==> src/rtl/sum_uart_tx.sv <==
// UART 8N1 transmitter for adder sums, fed through a small valid/ready FIFO.
// Frames go out LSB first, back-to-back while the FIFO holds data.
module sum_uart_tx #(
    parameter int CLKS_PER_BIT = 16,
    parameter int FIFO_DEPTH   = 4
) (
    input  logic       clk,
    input  logic       rst,
    input  logic [7:0] sum_in,
    input  logic       sum_valid,
    output logic       sum_ready,
    output logic       tx,
    output logic       busy,
    output logic       overflow
);

    localparam int CW = $clog2(CLKS_PER_BIT);
    localparam int PW = $clog2(FIFO_DEPTH);
    localparam int NW = $clog2(FIFO_DEPTH + 1);
    localparam logic [CW-1:0] BAUD_LAST = CW'(CLKS_PER_BIT - 1);
    localparam logic [NW-1:0] FULL_CNT  = NW'(FIFO_DEPTH);

    typedef enum logic [1:0] {IDLE, START, DATA, STOP} state_t;

    state_t          r_state, w_state_nx;
    logic [7:0]      r_fifo [FIFO_DEPTH];
    logic [PW-1:0]   r_wr_ptr, r_rd_ptr;
    logic [NW-1:0]   r_count, w_count_nx;
    logic [7:0]      r_sh, w_sh_nx;
    logic [CW-1:0]   r_baud, w_baud_nx;
    logic [2:0]      r_bit, w_bit_nx;
    logic            r_tx, w_tx_nx;
    logic            r_busy, r_ovf;
    logic            w_push, w_pop, w_empty, w_baud_end;

    assign w_empty    = (r_count == '0);
    assign sum_ready  = (r_count != FULL_CNT) && !rst;
    assign w_push     = sum_valid && sum_ready;
    assign w_baud_end = (r_baud == BAUD_LAST);

    assign tx       = r_tx;
    assign busy     = r_busy;
    assign overflow = r_ovf;

    always_comb begin
        w_state_nx = r_state;
        w_sh_nx    = r_sh;
        w_baud_nx  = r_baud + 1'b1;
        w_bit_nx   = r_bit;
        w_tx_nx    = r_tx;
        w_pop      = 1'b0;
        unique case (r_state)
            IDLE: begin
                w_tx_nx   = 1'b1;
                w_baud_nx = '0;
                if (!w_empty) begin
                    w_pop      = 1'b1;
                    w_sh_nx    = r_fifo[r_rd_ptr];
                    w_state_nx = START;
                    w_tx_nx    = 1'b0;
                end
            end
            START: begin
                if (w_baud_end) begin
                    w_baud_nx  = '0;
                    w_bit_nx   = '0;
                    w_tx_nx    = r_sh[0];
                    w_state_nx = DATA;
                end
            end
            DATA: begin
                if (w_baud_end) begin
                    w_baud_nx = '0;
                    if (r_bit == 3'd7) begin
                        w_state_nx = STOP;
                        w_tx_nx    = 1'b1;
                    end else begin
                        w_sh_nx  = r_sh >> 1;
                        w_tx_nx  = r_sh[1];
                        w_bit_nx = r_bit + 1'b1;
                    end
                end
            end
            STOP: begin
                if (w_baud_end) begin
                    w_baud_nx = '0;
                    // Chain straight into the next start bit: no idle gap.
                    if (!w_empty) begin
                        w_pop      = 1'b1;
                        w_sh_nx    = r_fifo[r_rd_ptr];
                        w_state_nx = START;
                        w_tx_nx    = 1'b0;
                    end else begin
                        w_state_nx = IDLE;
                        w_tx_nx    = 1'b1;
                    end
                end
            end
        endcase
        w_count_nx = r_count + NW'(w_push) - NW'(w_pop);
    end

    always_ff @(posedge clk) begin
        if (w_push) r_fifo[r_wr_ptr] <= sum_in;
    end

    always_ff @(posedge clk) begin
        if (rst) begin
            r_state  <= IDLE;
            r_wr_ptr <= '0;
            r_rd_ptr <= '0;
            r_count  <= '0;
            r_sh     <= '0;
            r_baud   <= '0;
            r_bit    <= '0;
            r_tx     <= 1'b1;
            r_busy   <= 1'b0;
            r_ovf    <= 1'b0;
        end else begin
            if (w_push) r_wr_ptr <= r_wr_ptr + 1'b1;
            if (w_pop)  r_rd_ptr <= r_rd_ptr + 1'b1;
            r_state <= w_state_nx;
            r_count <= w_count_nx;
            r_sh    <= w_sh_nx;
            r_baud  <= w_baud_nx;
            r_bit   <= w_bit_nx;
            r_tx    <= w_tx_nx;
            r_busy  <= (w_state_nx != IDLE) || (w_count_nx != '0);
            if (sum_valid && !sum_ready) r_ovf <= 1'b1;
        end
    end

endmodule

==> config.mk <==
export PLATFORM = sky130hd
export DESIGN_NAME = sum_uart_tx
export DESIGN_NICKNAME = d
export VERILOG_FILES = /design/src/rtl/sum_uart_tx.sv
export SDC_FILE = /design/constraint.sdc
export NUM_CORES = 1
export LEC_CHECK = 0
export ABC_CLOCK_PERIOD_IN_PS = 2400
export CORE_UTILIZATION = 53
export DETAILED_ROUTE_END_ITERATION = 6
export PLACE_DENSITY = 0.73
export SKIP_LAST_GASP = 1
export SLEW_MARGIN = 5
export SYNTH_ARGS = -nofsm -noshare
export SYNTH_HDL_FRONTEND = slang
export SYNTH_SLANG_ARGS = --single-unit
==> constraint.sdc <==
create_clock -name clk -period 2.4 [get_ports clk]
set_input_delay 0.48 -clock clk [delete_from_list [all_inputs] [get_ports clk]]
set_output_delay 0.48 -clock clk [all_outputs]
set_load 0.05 [all_outputs]
# == Word level (Yosys, flattened, before mapping) ==
# Memories as Yosys holds them, arrays and structs flattened. A register that Yosys moved wholly into a read port is not among the register bits.
# Index checks and enable logic that the tools add are counted.
# op_classes
addsub,6
eq_ne,10
n_reduce_logical,16
muxes,31
# op_table
operator,count
$mux W8,4
$pmux W8 S3,1
$mux W2,7
$mux W1,10
$mux W3,3
$ne A2 B2 Y1 const B,4
$pmux W2 S4,1
$pmux W4 S2,1
$reduce_and A4 Y1,2
$pmux W3 S2,1
$reduce_bool A3 Y1,2
$add A2 B1 Y2 const B,2
$add A4 B1 Y4 const B,1
$eq A2 B2 Y1 const B,2
$eq A4 B4 Y1 const B,1
$mux W4,1
$pmux W1 S4,1
$reduce_bool A2 Y1,2
$add A3 B1 Y3,1
$add A3 B1 Y3 const B,1
$eq A3 B3 Y1 const B,1
$logic_and A1 B1 Y1,3
$logic_not A3 Y1,1
$ne A3 B3 Y1 const B,1
other kinds (8),9
# word_totals
inputBits,11
regBits,27
wordCells,74
ram_bits,32
n_memories,1
# mem_list
memory,words,width,rd,rd_clocked_by_memory_dff,wr,line,text
r_fifo,4,8,1,1,1,26,logic [7:0] r_fifo [FIFO_DEPTH];

# == Logic depth before layout (Yosys ltp) ==
# Gate-level depths: netlist (run 1).
# logic_depth
depth_word,7
ltp_mapped,11
ltp_nobuf,11

# == Least setup slack after synthesis (run 1) ==
# No wires, ideal clock.
# synth_timing
kind,input port to flip-flop
start,input rst
end,"register r_busy, in the netlist busy"
n_path_buf,1
arrival_ns,2.356
path_stages,10
path_slack_ns,-0.095
path_cell_list,clkbuf_1 -> a211oi_2 -> inv_1 -> ha_1 -> inv_1 -> ha_1 -> fa_1 -> xnor2_1 -> xnor2_1 -> a41oi_1
# synth_via
elab_chain_cells,7
# synth_rtl
element,line,text
from (decl),8,"input logic rst,"
$logic_not A1 Y1,37,assign sum_ready = (r_count != FULL_CNT) && !rst;
$logic_and A1 B1 Y1,37,
$logic_and A1 B1 Y1,38,assign w_push = sum_valid && sum_ready;
$add A3 B1 Y3,100,w_count_nx = r_count + NW'(w_push) - NW'(w_pop);
$sub A3 B1 Y3,100,
$reduce_bool A3 Y1,128,r_busy <= (w_state_nx != IDLE) || (w_count_nx != '0);
$logic_or A1 B1 Y1,128,
to (signal assigned),128,
to (decl),33,"logic r_busy, r_ovf;"
# Several ways; a longest one is shown, not always the timed one.
# A chain may end at the register's enable or synchronous reset.

# == Worst setup path in the final report (run 1) ==
# layout_timing
start,register r_state[0]
end,register r_count[2]
# layout_via
elab_chain_cells,3
elab_cells_between_ends,4
cone_classes,add/sub: 1; eq/ne: 1; mux: 1; reduce/logical: 1
# layout_rtl
element,line,text
from (decl),25,"state_t r_state, w_state_nx;"
from (signal assigned),122,r_state <= w_state_nx;
$eq A2 B2 Y1 / $logic_not A2 Y1 (equally long branches),52,unique case (r_state)
$pmux W1 S2 *,52,
via w_pop,34,"logic w_push, w_pop, w_empty, w_baud_end;"
$sub A3 B1 Y3 *,100,
to (signal assigned),123,r_count <= w_count_nx;
to (decl),28,"logic [NW-1:0] r_count, w_count_nx;"
# The timed path passes the listed nets; every way through them passes the cells marked *.

==> results of run 1 <==
## state kept, by name (all words and copies together) (netlist names), named ones only
| signal | cells |
|---|---|
| busy | 1 |
| overflow | 1 |
| r_baud | 4 |
| r_bit | 3 |
| r_count | 3 |
| r_fifo | 32 |
| r_rd_ptr | 2 |
| r_sh | 8 |
| r_state | 2 |
| r_wr_ptr | 2 |
| tx | 1 |
## power by group through the flow
stage	combinational [µW]	clock [µW]	sequential [µW]
2_1_floorplan	757	0	1450
3_5_place_dp	1130	0	1430
3_3_place_gp	1050	0	1420
5_1_grt	1350	953	1440
6_report	1230	894	1420
4_1_cts	1170	911	1420
## worst max-delay path: stages, from the launching register on
cell     delay (ns)
dfxtp_2        0.35
ha_2           0.20
a41oi_2        0.14
nor3_2         0.28
ha_1           0.16
inv_1          0.04
ha_2           0.16
fa_2           0.35
xnor2_2        0.21
xnor2_2        0.15
buf_4          0.14
nor2_1         0.03
## Yosys cell counts (3+ instances only)
| master | instances | area [µm²] |
|---|---|---|
| a211oi_1 | 7 | 52.6 |
| a21oi_1 | 7 | 35.0 |
| a41oi_1 | 3 | 26.3 |
| and2_1 | 4 | 25.0 |
| clkbuf_1 | 3 | 11.3 |
| dfxtp_1 | 29 | 581 |
| edfxtp_1 | 32 | 961 |
| ha_1 | 14 | 175 |
| inv_1 | 9 | 33.8 |
| mux2i_1 | 7 | 70.1 |
| mux4_2 | 8 | 180 |
| nand2_1 | 5 | 18.8 |
| nor2_1 | 17 | 63.8 |
| nor2b_1 | 4 | 25.0 |
| nor3_1 | 11 | 55.1 |
| o21ai_0 | 5 | 25.0 |
| xnor2_1 | 6 | 52.6 |
## per-layer routing
metal  vias to the layer above  wire length [µm]  GRT usage (%)
met5                         -                 0              0
met4                         0                85           7.84
met3                        11               174           6.91
met2                        39              2520           34.6
met1                       859              2150           26.4
li1                        828                 -              -
## what timing repair did
item / CTS / global route
pin swaps: 2 / 7
setup endpoints to repair: 1 / 2
resized for setup: 3 / 14
setup buffers: 1 / 1
## final timing paths
check,endpoint,slack [ns]
hold reg to reg,r_bit[2],0.46
hold / removal,r_bit[2],0.46
setup / recovery,r_count[2],0.08
setup reg to reg,r_count[2],0.08
## cell type report
class                   count  area share, %
clock buffers               9           3.78
well taps                  67           2.56
clock inverters             7           2.25
inverters                   9           1.03
repair buffers             34           9.31
flip-flops and latches     61           47.1
multi-input cells         123           34.0
## stage by stage
step                      utilization (%)  hold slack [ns]
final                                68.5            0.460
after global routing                 68.5            0.495
after CTS                            67.4            0.463
after detailed placement             62.8            0.454
after global placement               62.8            0.443
after floorplan                         -            0.418
## kinds of logic after synthesis
kind of cell             Yosys count  share of synthesized area (%)
buffers and inverters             18                           2.96
adder cells (fa/ha/maj)           15                           7.33
XOR/XNOR                           7                           2.30
AND/OR/NAND/NOR                   56                           11.7
AO/OA/AOI/OAI                     30                           8.36
multiplexers                      15                           9.40
flip-flops                        61                           57.9
==> impl_metrics.py, run 1 <==
metrics = {
    "outcome": {
        "status": "complete, no violations",
    },
    "pwr": {
        "leakagePower_uw": 0.00118,
        "seqPwrFrac_pct": 40.0,
        "swShare_pct": 33.0,
        "power_frac_comb_pct": 34.8,
        "vdd_ir_drop_max_mv": 0.754,
        "powerDensity_mw_per_mm2": 1080,
        "p_clk_share_pct": 25.2,
        "power.internal_uw": 2380,
        "p_switching_uw": 1170,
        "p_total_uw": 3550,
    },
    "hold_path": {
        "min_from": "r_bit[2]",
        "hp-class": "flip-flop to flip-flop",
        "hold_depth": 2,
    },
    "logic_synthesis": {
        "syn-cell-area_mm2": 0.00266,
        "synth_area_per_cell_um2": 13.2,
        "ys.flop_type": "edfxtp_1",
        "async_flop_share_pct": 0,
        "yosysWarnings": 0,
        "synth_nets": 228,
        "synth_cell_types": 42,
        "seq_area_frac_synth_pct": 57.9,
        "syn_inst": 202,
        "ys_seq_elements": 61,
        "synth_edf_count": 32,
    },
    "sta": {
        "finalClockSkew_ns": 0.00360,
        "setup_violations": 0,
        "slew_viol_final": 0,
        "period_needed_ns": 2.32,
        "fmax_ghz": 0.432,
        "rsz0062_at_grt": "yes",
        "tightest_slew_ns": 0.568,
        "setup_slack_ns": 0.0825,
        "final-hold-violation-count": 0,
        "fin_crit_sh_pct": 96.6,
        "setup_tns_ns": 0,
        "slew_headroom_pct": 62.1,
    },
    "placement": {
        "io_buffers": 14,
        "place_area_mm2": 0.00301,
        "dp_hpwl_mm": 3.47,
        "post-place-cells": 292,
        "gp_congestion": 0.873,
        "place_ws_ns": -0.386,
    },
    "worst_setup_path": {
        "startpoint_type": "flip-flop",
        "path_max_fanout": 3,
        "worstSetupPathType": "flip-flop to flip-flop",
        "reg2regPathDepth": 11,
        "cp-startpoint": "r_state[0]",
        "r2r-start": "r_state[0]",
        "required_ns": 2.62,
        "worstPathArrival_ns": 2.53,
        "end_kind": "flip-flop",
    },
    "drt": {
        "ant_nets": 0,
        "wl_per_cell_um": 15.9,
        "drt_first_pass_iters": 5,
        "finalWirelength_mm": 4.93,
        "vias": 1737,
        "drtIter0Drc": 102,
        "drc": 0,
        "viasPerCell": 5.60,
    },
    "clock_network": {
        "cts_made_buffers": 9,
        "h-tree-depth": 3,
        "root_buffer": "clkbuf_8",
        "clk_pin_slew_worst_paths_ns": 0.07,
        "insertion_delay_ns": 0.33,
        "hold_buffers": 0,
        "clock_sinks": 61,
        "clock_path_buffers": 2,
        "cts_tree": "yes",
    },
    "final_layout": {
        "final_cell_mix": "32 x edfxtp_1, 26 x dfxtp_1, 20 x buf_4",
        "stdcell_count": 310,
        "layout_commonest_cell": "edfxtp_1",
        "final_cell_area_mm2": 0.00328,
        "seq_area_mm2": 0.00155,
        "multi_input_area_mm2": 0.00111,
        "area_growth_pct": 23.2,
        "drive_gt1_share_pct": 28.0,
        "n_fill_cell": 343,
        "diodes": 0,
        "fin_nets": 264,
    },
    "global_route": {
        "grt_overflow": 0,
        "grt_max_degree": 28,
        "antenna_found_initial": 0,
        "grt_pass1_vias": 1770,
        "grt_pass1_wl_mm": 8.20,
        "track_usage_pct": 21.2,
    },
    "die": {
        "coreArea_mm2": 0.00479,
        "die-width_um": 72.9,
        "row_count": 25,
        "die-area_mm2": 0.00531,
        "die_y_um": 72.9,
        "io_pins": 15,
        "initial_core_util_pct": 55.6,
    },
    "flow_run": {
        "drv_cap": 0,
    },
}
Note: power is estimated with default switching activity, not from simulation.
==> inputs of run 2 (changes only) <==
--- a/config.mk
+++ b/config.mk
@@ -6,6 +6,7 @@
 export NUM_CORES = 1
 export LEC_CHECK = 0
 export ABC_CLOCK_PERIOD_IN_PS = 2400
+export CORE_ASPECT_RATIO = 0.7
 export CORE_UTILIZATION = 53
 export DETAILED_ROUTE_END_ITERATION = 6
 export PLACE_DENSITY = 0.73
==> run 2 against run 1 <==
Non-clock buffer count shrank 2. Via count shrank 2.6%. Sequential share of layout area grew 0.43 points. Largest power group unchanged.
==> impl_metrics.py, run 2 (same netlist as run 1, synthesis figures left out) <==
metrics = {
    "outcome": {
        "status": "complete, no violations",
    },
    "clock_network": {
        "cts_tree": "yes",
        "h-tree-depth": 3,
        "clock_sinks": 61,
        "clk_pin_slew_worst_paths_ns": 0.07,
        "post-cts-setup-buffers": 0,
        "root_buffer": "clkbuf_8",
        "hold_buffers": 0,
        "clock_path_buffers": 2,
        "insertion_delay_ns": 0.34,
        "cts_made_buffers": 9,
    },
    "hold_path": {
        "min_from": "r_baud[0]",
        "hp-class": "flip-flop to flip-flop",
        "hold_depth": 1,
        "hold_end": "r_baud[0]",
    },
    "sta": {
        "fmax_ghz": 0.433,
        "finalClockSkew_ns": 0.00687,
        "holdWs_ns": 0.454,
        "setup_violations": 0,
        "fin_crit_sh_pct": 96.3,
        "final-hold-violation-count": 0,
        "tightest_slew_ns": 0.577,
        "slew_headroom_pct": 61.5,
        "setup_slack_ns": 0.0897,
        "period_needed_ns": 2.31,
        "rsz0062_at_grt": "yes",
        "slew_viol_final": 0,
    },
    "worst_setup_path": {
        "reg2regPathDepth": 11,
        "slowest_delay_ns": 0.48,
        "path_max_fanout": 2,
        "startpoint_type": "input port",
        "crit_slowest_cell": "clkdlybuf4s50_1",
        "r2r_end": "busy",
        "r2r-start": "r_state[0]",
        "critical_path_buf_inv_count": 4,
        "cp_cell_sequence": "clkdlybuf4s50_1 > inv_1 > a211oi_4 > inv_1 > ha_1 > inv_1 > ha_2 > fa_2 > xnor2_2 > xnor2_2 > a41oi_1",
        "end_kind": "flip-flop",
        "required_ns": 2.61,
        "cp_common_cell": "inv_1",
        "worstPathArrival_ns": 2.52,
        "worstSetupPathType": "input port to flip-flop",
        "ff2ff_setup_slack_ns": 0.11,
        "path_delay_family": "adder cells",
    },
    "die": {
        "coreArea_mm2": 0.00481,
        "io_pins": 15,
        "initial_core_util_pct": 55.4,
        "die_y_um": 61.3,
        "die-area_mm2": 0.00532,
        "die-width_um": 86.7,
        "row_count": 21,
    },
    "final_layout": {
        "reg_top3": "r_fifo (32), r_sh (8), r_baud (4)",
        "seq_area_mm2": 0.00154,
        "diodes": 0,
        "n_fill_cell": 327,
        "largest_reg_flops": 32,
        "multi_input_area_mm2": 0.00108,
        "drive_gt1_share_pct": 23.7,
        "final_cell_area_mm2": 0.00325,
        "final_cell_mix": "32 x edfxtp_1, 27 x dfxtp_1, 18 x buf_4",
        "fin_nets": 262,
        "top_register": "r_fifo",
        "layout_commonest_cell": "edfxtp_1",
        "area_growth_pct": 21.9,
    },
    "drt": {
        "vias": 1691,
        "finalWirelength_mm": 5.00,
        "wl_per_cell_um": 16.1,
        "drt_first_pass_iters": 4,
        "ant_nets": 0,
        "viasPerCell": 5.45,
        "drc": 0,
        "drtIter0Drc": 85,
    },
    "pwr": {
        "vdd_ir_drop_max_mv": 0.789,
        "p_clk_share_pct": 27.6,
        "powerDensity_mw_per_mm2": 1100,
        "power_frac_comb_pct": 32.5,
        "power.internal_uw": 2420,
        "seqPwrFrac_pct": 39.9,
        "swShare_pct": 32.0,
        "p_total_uw": 3570,
        "leakagePower_uw": 0.00116,
        "p_switching_uw": 1140,
    },
    "global_route": {
        "grt_pass1_vias": 1636,
        "antenna_found_initial": 0,
        "grt_overflow": 0,
        "grt_pass1_wl_mm": 7.98,
        "track_usage_pct": 21.5,
        "grt_max_degree": 28,
    },
    "placement": {
        "place_ws_ns": -0.385,
        "gp_congestion": 0.752,
        "place_area_mm2": 0.00301,
        "dp_hpwl_mm": 3.62,
        "io_buffers": 14,
    },
    "flow_run": {
        "drv_cap": 0,
    },
}
==> run 2: timing repair <==
action / CTS / global route
pin swaps: 2 / 1
endpoints found under the hold margin: 0 / 0
setup endpoints to repair: 2 / 2
gates resized for setup: 4 / 1
==> run 2: worst max path at each step <==
stage / start / endpoint / slack, ns / cells past startpoint
final: sum_valid / busy / 0.09 / 11
after global routing: r_state[0] / busy / -0.05 / 11
after CTS: sum_valid / busy / 0.02 / 11
after detailed placement: sum_valid / busy / -0.39 / 11
after global placement: sum_valid / busy / -0.28 / 11
after floorplan: rst / busy / -0.003 / 10
==> run 2: layer usage <==
layer | global-route usage, % | share of wire, % | routed length, µm
met1 | 27.2 | 45 | 2250
met5 | 0 | 0 | 0
met3 | 8.85 | 4.8 | 241
met4 | 6.67 | 0.96 | 48
met2 | 34.7 | 49 | 2460
==> run 2: layout make-up <==
cell class                 count  share of cell area, %
clock buffer                  10                   3.93
clock inverter                 6                   2.70
tap                           69                   2.66
sequential                    61                   47.6
inverter                       9                   1.04
multi-input combinational    123                   33.3
timing repair buffer          32                   8.79
==> run 2: power by group through the flow <==
stage / clock network (µW) / logic, µW / registers [µW]
6_report: 982 / 1160 / 1420
3_5_place_dp: 0 / 1130 / 1440
4_1_cts: 1000 / 1150 / 1420
3_3_place_gp: 0 / 1050 / 1420
2_1_floorplan: 0 / 757 / 1450
5_1_grt: 1060 / 1270 / 1450
==> run 2: stage by stage <==
step / util [%] / std cells / TNS [ns]
after floorplan: - / 202 / -0.00323
after global placement: 62.6 / 294 / -0.485
after detailed placement: 62.6 / 294 / -0.757
after CTS: 67.4 / 310 / 0
after global routing: 67.5 / 310 / -0.0451
final: 67.5 / 310 / 0
==> run 2: worst reg2reg max path, delay by kind of cell, from the launching register on <==
family | cells | cell delay [ns]
AO/OA/AOI/OAI | 2 | 0.33
adder cells (fa/ha/maj) | 4 | 0.99
XOR/XNOR | 2 | 0.32
buffers and inverters | 2 | 0.09
AND/OR/NAND/NOR | 1 | 0.08
flip-flops | 1 | 0.34
==> inputs of run 3 (changes only) <==
--- a/config.mk
+++ b/config.mk
@@ -6,10 +6,12 @@
 export NUM_CORES = 1
 export LEC_CHECK = 0
 export ABC_CLOCK_PERIOD_IN_PS = 2400
-export CORE_ASPECT_RATIO = 0.7
-export CORE_UTILIZATION = 53
+export CORE_ASPECT_RATIO = 1.4
+export CORE_UTILIZATION = 55
+export CTS_CLUSTER_DIAMETER = 120
 export DETAILED_ROUTE_END_ITERATION = 6
-export PLACE_DENSITY = 0.73
+export DONT_BUFFER_PORTS = 1
+export PLACE_DENSITY = 0.71
 export SKIP_LAST_GASP = 1
 export SLEW_MARGIN = 5
 export SYNTH_ARGS = -nofsm -noshare
==> run 3 against run 2 <==
First-iteration DRC count decreased by 16%. Hold slack lost 0.25 ns. Final cell count is 7.1% lower. Routed wire length shrank 5.4%. Clock power decreased by 19%. Combinational power fell by 10%.
==> impl_metrics.py, run 3 (same netlist as run 1, synthesis figures left out) <==
metrics = {
    "outcome": {
        "status": "complete, no violations",
    },
    "final_layout": {
        "fin_nets": 247,
        "stdcell_count": 288,
        "drive_gt1_share_pct": 26.5,
        "top_register": "r_fifo",
        "final_cell_mix": "32 x edfxtp_1, 27 x dfxtp_1, 17 x nor2_1, 17 x buf_4, 11 x ha_1",
        "layout_commonest_cell": "edfxtp_1",
        "area_growth_pct": 15.5,
        "reg_top3": "r_fifo (32), r_sh (8), r_baud (4)",
        "largest_reg_flops": 32,
        "diodes": 0,
    },
    "drt": {
        "drtIter0Drc": 71,
        "finalWirelength_mm": 4.73,
        "drt_first_pass_iters": 4,
        "wl_per_cell_um": 16.4,
        "drc": 0,
        "vias": 1627,
        "viasPerCell": 5.65,
        "ant_nets": 0,
    },
    "global_route": {
        "grt_overflow": 0,
        "grt_max_degree": 29,
        "grt_pass1_vias": 1722,
        "gr-usage-met3_pct": 9.09,
        "antenna_found_initial": 0,
        "met1_usage_pct": 21.2,
        "grt_use_met2_pct": 35.8,
        "track_usage_pct": 21.4,
        "grt_busiest_layer": "met2",
        "grt_pass1_wl_mm": 7.53,
    },
    "worst_setup_path": {
        "slowest_delay_ns": 0.37,
        "worstSetupPathType": "flip-flop to flip-flop",
        "cp_common_cell": "ha_1",
        "cp_cell_sequence": "ha_1 > a41oi_4 > nor3_2 > ha_1 > inv_2 > ha_4 > fa_2 > xnor2_2 > xnor2_1 > a41oi_1",
        "startpoint_type": "flip-flop",
        "worstPathArrival_ns": 2.50,
        "critical_path_buf_inv_count": 1,
        "crit_slowest_cell": "dfxtp_4",
        "path_delay_family": "adder cells",
        "required_ns": 2.60,
        "end_kind": "flip-flop",
        "path_max_fanout": 4,
        "ff2ff_setup_slack_ns": 0.10,
    },
    "hold_path": {
        "hp-class": "input port to flip-flop",
    },
    "sta": {
        "slew_viol_final": 0,
        "setup_violations": 0,
        "fmax_ghz": 0.435,
        "final-hold-violation-count": 0,
        "fin_crit_sh_pct": 95.7,
        "finalClockSkew_ns": 0.00759,
        "tightest_slew_ns": 0.506,
        "slew_headroom_pct": 66.2,
        "period_needed_ns": 2.30,
    },
    "clock_network": {
        "hold_buffers": 0,
        "cts_tree": "yes",
        "root_buffer": "clkbuf_8",
        "insertion_delay_ns": 0.34,
        "h-tree-depth": 3,
        "clock_path_buffers": 2,
        "clock_sinks": 61,
        "clk_pin_slew_worst_paths_ns": 0.07,
        "cts_made_buffers": 9,
    },
    "placement": {
        "dp_hpwl_mm": 3.43,
        "post-place-cells": 270,
        "io_buffers": 0,
        "gp_congestion": 0.838,
    },
    "pwr": {
        "powerDensity_mw_per_mm2": 1080,
        "leakagePower_uw": 0.00107,
        "p_total_uw": 3320,
        "vdd_ir_drop_max_mv": 0.697,
    },
    "die": {
        "io_pins": 15,
        "die-area_mm2": 0.00513,
        "initial_core_util_pct": 57.8,
        "die-width_um": 60.8,
        "coreArea_mm2": 0.00461,
        "die_y_um": 84.3,
        "row_count": 29,
    },
    "flow_run": {
        "drv_cap": 0,
    },
}
## run 3: changes by cell type in the layout (fill, tap and decap cells not counted), sizes merged
cell           before  now
clkinvlp            0    2
buf                19   17
clkdlybuf4s50      13    0
bufinv              2    0
clkbuf             10    9
inv                 9   10
## run 3: layout make-up
type	count	area [µm²]
Clock buffer	9	124
Multi-Input combinational cell	123	1110
Clock inverter	7	51.3
Inverter	9	36.3
Tap cell	62	77.6
Timing Repair Buffer	17	128
Sequential cell	61	1550
Fill cell	356	1530
## run 3: where the power goes
part / internal, µW / total, µW / switching (µW) / leakage (µW)
sequential: 1280 / 1480 / 206 / 0.000529
combinational: 540 / 1040 / 501 / 0.000451
clock: 376 / 793 / 417 / 0.0000856
total: 2190 / 3320 / 1120 / 0.00107
## run 3: metal layers
| layer | part of all wire [%] | vias up |
|---|---|---|
| li1 | - | 792 |
| met1 | 39 | 793 |
| met2 | 55 | 26 |
| met3 | 3.9 | 16 |
| met4 | 2.7 | 0 |
| met5 | 0 | - |
## run 3: repair_timing
item,4_1_cts,5_1_grt
buffers inserted,0,2
pin swaps,0,8
setup endpoints to repair,1,2
cloned,0,0
resized for setup,3,11
## run 3: path summary, 6_finish.rpt
kind,from,to,cells past startpoint
max,r_state[0],busy,10
min,rst,r_state[1],1
max reg2reg,r_state[0],busy,10
min reg2reg,r_baud[0],r_baud[0],1
## run 3: worst register-to-register path, cell delays in order, from the launching register on
cell	delay, ns
dfxtp_4	0.37
ha_1	0.25
a41oi_4	0.18
nor3_2	0.08
ha_1	0.29
inv_2	0.04
ha_4	0.15
fa_2	0.34
xnor2_2	0.15
xnor2_1	0.18
a41oi_1	0.13
## run 3: through the flow
stage                     setup TNS, ns  utilization, %  hold slack (ns)  instance area, µm²  setup WS [ns]
after CTS                             0            65.5            0.178                3020         0.0174
after detailed placement        -0.0508            61.4            0.441                2830        -0.0508
final                                 0            66.7            0.201                3070          0.103
after global routing            -0.0232            66.7            0.175                3070        -0.0232
after global placement                0            61.4            0.431                2830         0.0470
after floorplan                -0.00323               -            0.418                2700       -0.00323
